[config.mk]
export PLATFORM = sky130hd
export DESIGN_NAME = bitwise_logic_serial
export DESIGN_NICKNAME = d
export VERILOG_FILES = /design/src/rtl/bitwise_logic_serial.sv
export SDC_FILE = /design/constraint.sdc
export NUM_CORES = 1
export LEC_CHECK = 0
export ABC_AREA = 1
export CAP_MARGIN = 25
export CORE_MARGIN = 8
export CORE_UTILIZATION = 50
export CTS_CLUSTER_SIZE = 12
export DETAILED_ROUTE_END_ITERATION = 6
export DONT_BUFFER_PORTS = 1
export GPL_ROUTABILITY_DRIVEN = 0
export SYNTH_ARGS = -nofsm -noshare
export SYNTH_HDL_FRONTEND = slang
export SYNTH_SLANG_ARGS = --single-unit
[constraint.sdc]
create_clock -name clk -period 3 [get_ports clk]
set_clock_uncertainty 0.05 [all_clocks]
set_input_delay 0.45 -clock clk [delete_from_list [all_inputs] [get_ports clk]]
set_output_delay 0.45 -clock clk [all_outputs]
set_load 0.02 [all_outputs]
[src/rtl/bitwise_logic_serial.sv]
// Slice-serial AND/OR/XOR/NOR unit with start/busy/done handshake.
// Define LOGIC_ZFLAG_EN to add the Z (result == 0) flag.
module bitwise_logic_serial #(
  parameter int N     = 32,
  parameter int SLICE = 8
) (
  input  logic         clk,
  input  logic         reset,
  input  logic         start,
  input  logic [1:0]   op,
  input  logic [N-1:0] A,
  input  logic [N-1:0] B,
  output logic         busy,
  output logic         done,
`ifdef LOGIC_ZFLAG_EN
  output logic         Z,
`endif
  output logic [N-1:0] F
);

  localparam int S  = N / SLICE;
  localparam int CW = (S > 1) ? $clog2(S) : 1;
  localparam logic [CW-1:0] LAST = CW'(S - 1);

  typedef enum logic [1:0] {
    IDLE,
    RUN,
    DONE
  } state_t;

  state_t         state_q, state_d;
  logic [CW-1:0]  cnt_q, cnt_d;
  logic [N-1:0]   a_q, a_d;
  logic [N-1:0]   b_q, b_d;
  logic [1:0]     op_q, op_d;
  logic [N-1:0]   f_q, f_d;
  logic [31:0]    base;
  logic [SLICE-1:0] sa, sb, res;
`ifdef LOGIC_ZFLAG_EN
  logic           z_q, z_d;
`endif

  assign base = 32'(cnt_q) * 32'(SLICE);
  assign sa   = a_q[base +: SLICE];
  assign sb   = b_q[base +: SLICE];

  always_comb begin
    res = '0;
    unique case (op_q)
      2'b00: res = sa & sb;
      2'b01: res = sa | sb;
      2'b10: res = sa ^ sb;
      2'b11: res = ~(sa | sb);
    endcase
  end

  always_comb begin
    state_d = state_q;
    cnt_d   = cnt_q;
    a_d     = a_q;
    b_d     = b_q;
    op_d    = op_q;
    f_d     = f_q;
`ifdef LOGIC_ZFLAG_EN
    z_d     = z_q;
`endif
    unique case (state_q)
      IDLE: begin
        if (start) begin
          a_d     = A;
          b_d     = B;
          op_d    = op;
          f_d     = '0;
          cnt_d   = '0;
          state_d = RUN;
`ifdef LOGIC_ZFLAG_EN
          z_d     = 1'b0;
`endif
        end
      end
      RUN: begin
        f_d[base +: SLICE] = res;
`ifdef LOGIC_ZFLAG_EN
        z_d = (res == '0) && (cnt_q == '0 || z_q);
`endif
        if (cnt_q == LAST) state_d = DONE;
        else cnt_d = cnt_q + 1'b1;
      end
      DONE: state_d = IDLE;
      default: state_d = IDLE;
    endcase
  end

  always_ff @(posedge clk) begin
    if (reset) begin
      state_q <= IDLE;
      cnt_q   <= '0;
      a_q     <= '0;
      b_q     <= '0;
      op_q    <= '0;
      f_q     <= '0;
`ifdef LOGIC_ZFLAG_EN
      z_q     <= 1'b0;
`endif
    end else begin
      state_q <= state_d;
      cnt_q   <= cnt_d;
      a_q     <= a_d;
      b_q     <= b_d;
      op_q    <= op_d;
      f_q     <= f_d;
`ifdef LOGIC_ZFLAG_EN
      z_q     <= z_d;
`endif
    end
  end

  assign busy = (state_q == RUN);
  assign done = (state_q == DONE);
  assign F    = f_q;
`ifdef LOGIC_ZFLAG_EN
  assign Z    = z_q;
`endif

endmodule
==> flow_summary.yaml <==
outcome:
  status: "complete, no violations"
logic_synthesis:
  seq_area_frac_synth_pct: 41.7
  syn_inst: 690
  synth-edff-count: 0
  synth-main-ff-cell: "dfxtp_1"
  ys_types: 29
  synth_area_sq_um: 4890
  yosysWarnings: 0
  synth.area.top_cells: "dfxtp_1 (42%), nor2_1 (14%), nand2_1 (9.4%)"
  synth_top_area_share_pct: 41.7
  synth-async-reset-ratio_pct: 0
  synth_largest_area_cell: "dfxtp_1"
  syn-num-nets: 779
  ys_top_cells_by_count: "nor2_1 (181), nand2_1 (122), dfxtp_1 (102), o21ai_0 (68)"
  synth.avg_cell_area_sq_um: 7.09
  post-synth-top-count-cell: "nor2_1"
  ys_ff_latch: 102
place:
  port_buffers: 0
  hpwl_mm: 9.18
clocking:
  cts_tree: "done"
  cts.reportedPaths.clkPinSlew_ns: 0.10
  max-clock-path-buffers: 2
  numCtsBuffers: 9
  htreeDepth: 3
  post_cts_buffers: 0
  cts_num_sinks: 102
  cts-root-buf: "clkbuf_8"
  clk_latency_ns: 0.37
  ctsResizeCount: 0
  hold_buffers: 0
routing:
  drtPass1Iterations: 4
  drt_wl_total_mm: 12.2
  ant_nets: 0
  vias: 4150
  vias_per_cell: 5.16
  remaining_drc_errors: 0
  wl_per_cell_um: 15.2
  drtIter0Drc: 288
worst_setup_path:
  critPathMaxFanout: 25
  end_kind: "flop"
  crit-reg2reg-capture: "F[8]$_SDFFE_PP0P_"
  critPathArrivalTime_ns: 2.76
  ff2ff_setup_slack_ns: 0.50
  r2r-start: "cnt_q[1]$_SDFFE_PP0P_"
  path_class: "flop to flop"
  crit_path_start_kind: "flop"
  worstPathRequired_ns: 3.26
  r2r_cells: 13
floorplanning:
  dieArea_sq_um: 13200
  core_sq_um: 9640
  num_rows: 36
  io_pins: 103
  start_util_pct: 50.8
  fp.dieH_um: 115
  die_w_um: 115
final_layout:
  drive_gt1_share_pct: 6.85
  final_nets: 756
  diodes: 0
  nFillCells: 1036
  syn_to_final_growth_pct: 4.42
timing:
  setup_viol: 0
  rsz0062_at_grt: "no"
  fin_setup_tns_ns: 0
  fin_crit_sh_pct: 83.4
  finalCriticalPeriod_ns: 2.50
  relSlewSlack_pct: 52.4
  hold_viol: 0
  fmax_mhz: 400
  maxSlewViolCount: 0
  tightest_slew_ns: 0.714
min_path:
  whs_path_depth: 1
  hp-start: "reset"
  hold_path_end: "F[1]$_SDFFE_PP0P_"
  hold_path_class: "primary input to flop"
power_and_ir_drop:
  power_density_nw_per_um2: 562
  finalPower_mw: 2.87
  ir_drop_v: 0.000285
  leakage_nw: 1.99
global_routing:
  grt_max_degree: 71
  first_global_vias: 3907
  grt-ovfl-total: 0
  grt_use_total_pct: 18.9
  grt_pass1_wl_mm: 19.9
  antenna_found_initial: 0
job:
  cap_viol_max_count: 0
==> where the power goes <==
part | leakage [nW] | internal (mW) | switching (mW)
Combinational | 1.05 | 0.157 | 0.332
Sequential | 0.838 | 1.44 | 0.0641
Clock | 0.104 | 0.366 | 0.519
==> sequential cells by signal, summed over array words and instances (netlist names) <==
| name | flops |
|---|---|
| F | 32 |
| op_q | 2 |
| state_q | 2 |
| b_q | 32 |
| cnt_q | 2 |
| a_q | 32 |
==> how the worst max path moves through the flow <==
stage	start	end	slack, ns	depth (start not counted)
after detailed placement	cnt_q[1]$_SDFFE_PP0P_	F[30]$_SDFFE_PP0P_	0.51	12
after floorplan	cnt_q[0]$_SDFFE_PP0P_	F[21]$_SDFFE_PP0P_	1.03	11
after CTS	cnt_q[1]$_SDFFE_PP0P_	F[8]$_SDFFE_PP0P_	0.50	13
after global routing	cnt_q[1]$_SDFFE_PP0P_	F[30]$_SDFFE_PP0P_	0.16	12
after global placement	cnt_q[1]$_SDFFE_PP0P_	F[8]$_SDFFE_PP0P_	0.60	12
final	cnt_q[1]$_SDFFE_PP0P_	F[8]$_SDFFE_PP0P_	0.50	13
==> logic make-up (layout without fill, tap and decap cells) <==
logic type	count (synthesis)	count (layout)	share of synthesized area, %
AO/OA/AOI/OAI	138	138	16.4
adder cells (fa/ha/maj)	20	20	5.11
buffers and inverters	92	74	8.03
flip-flops	102	102	41.7
AND/OR/NAND/NOR	338	338	28.7
==> final cells by class <==
class	count	area (sq um)	area share, %
flip-flops and latches	102	2040	40.0
inverters	52	198	3.87
clock buffers	11	151	2.96
repair buffers	6	45.0	0.881
clock inverters	5	48.8	0.955
well taps	133	166	3.26
multi-input cells	496	2460	48.1
==> stage by stage <==
stage          hold WS (ns)  instances  setup WS (ns)  utilization, %  area (sq um)
2_1_floorplan         0.405        690           1.03               -          4890
3_3_place_gp          0.417        789          0.605            50.9          4910
3_5_place_dp          0.427        789          0.512            50.9          4910
4_1_cts              0.0701        805          0.503            53.0          5110
5_1_grt              0.0675        805          0.161            53.0          5110
6_report             0.0870        805          0.498            53.0          5110
==> routing by layer <==
metal  global-route usage, %  vias up  wire [um]  share of wire (%)
li1                        -     2177          -                  -
met1                    24.6     1839       5650                 46
met2                    30.1      119       5640                 46
met3                    4.25       15        734                6.0
met4                    6.92        0        221                1.8
met5                       0        -          0                  0
==> layout by cell type (no fill, tap or decap), types with 11 or more instances in the layout <==
master and count:
inv_1 42, a21oi_1 42, nand3_1 15, ha_1 20
clkbuf_8 11, dfxtp_1 102, a32oi_1 16, nand2_1 122
o21ai_0 68, nor2_1 181
==> worst max-delay path: stages (launching register included) <==
cell and delay [ns]:
dfxtp_1 0.35, inv_1 0.53, buf_4 0.30, a21oi_1 0.05, a32oi_1 0.24, inv_1 0.08
ha_1 0.20, nand3_1 0.08, nand2_1 0.07, nand2_1 0.06, nand4_1 0.15, nor2_1 0.15
nor2_1 0.05, nor2_1 0.08
(Power assumes the default switching activity.)
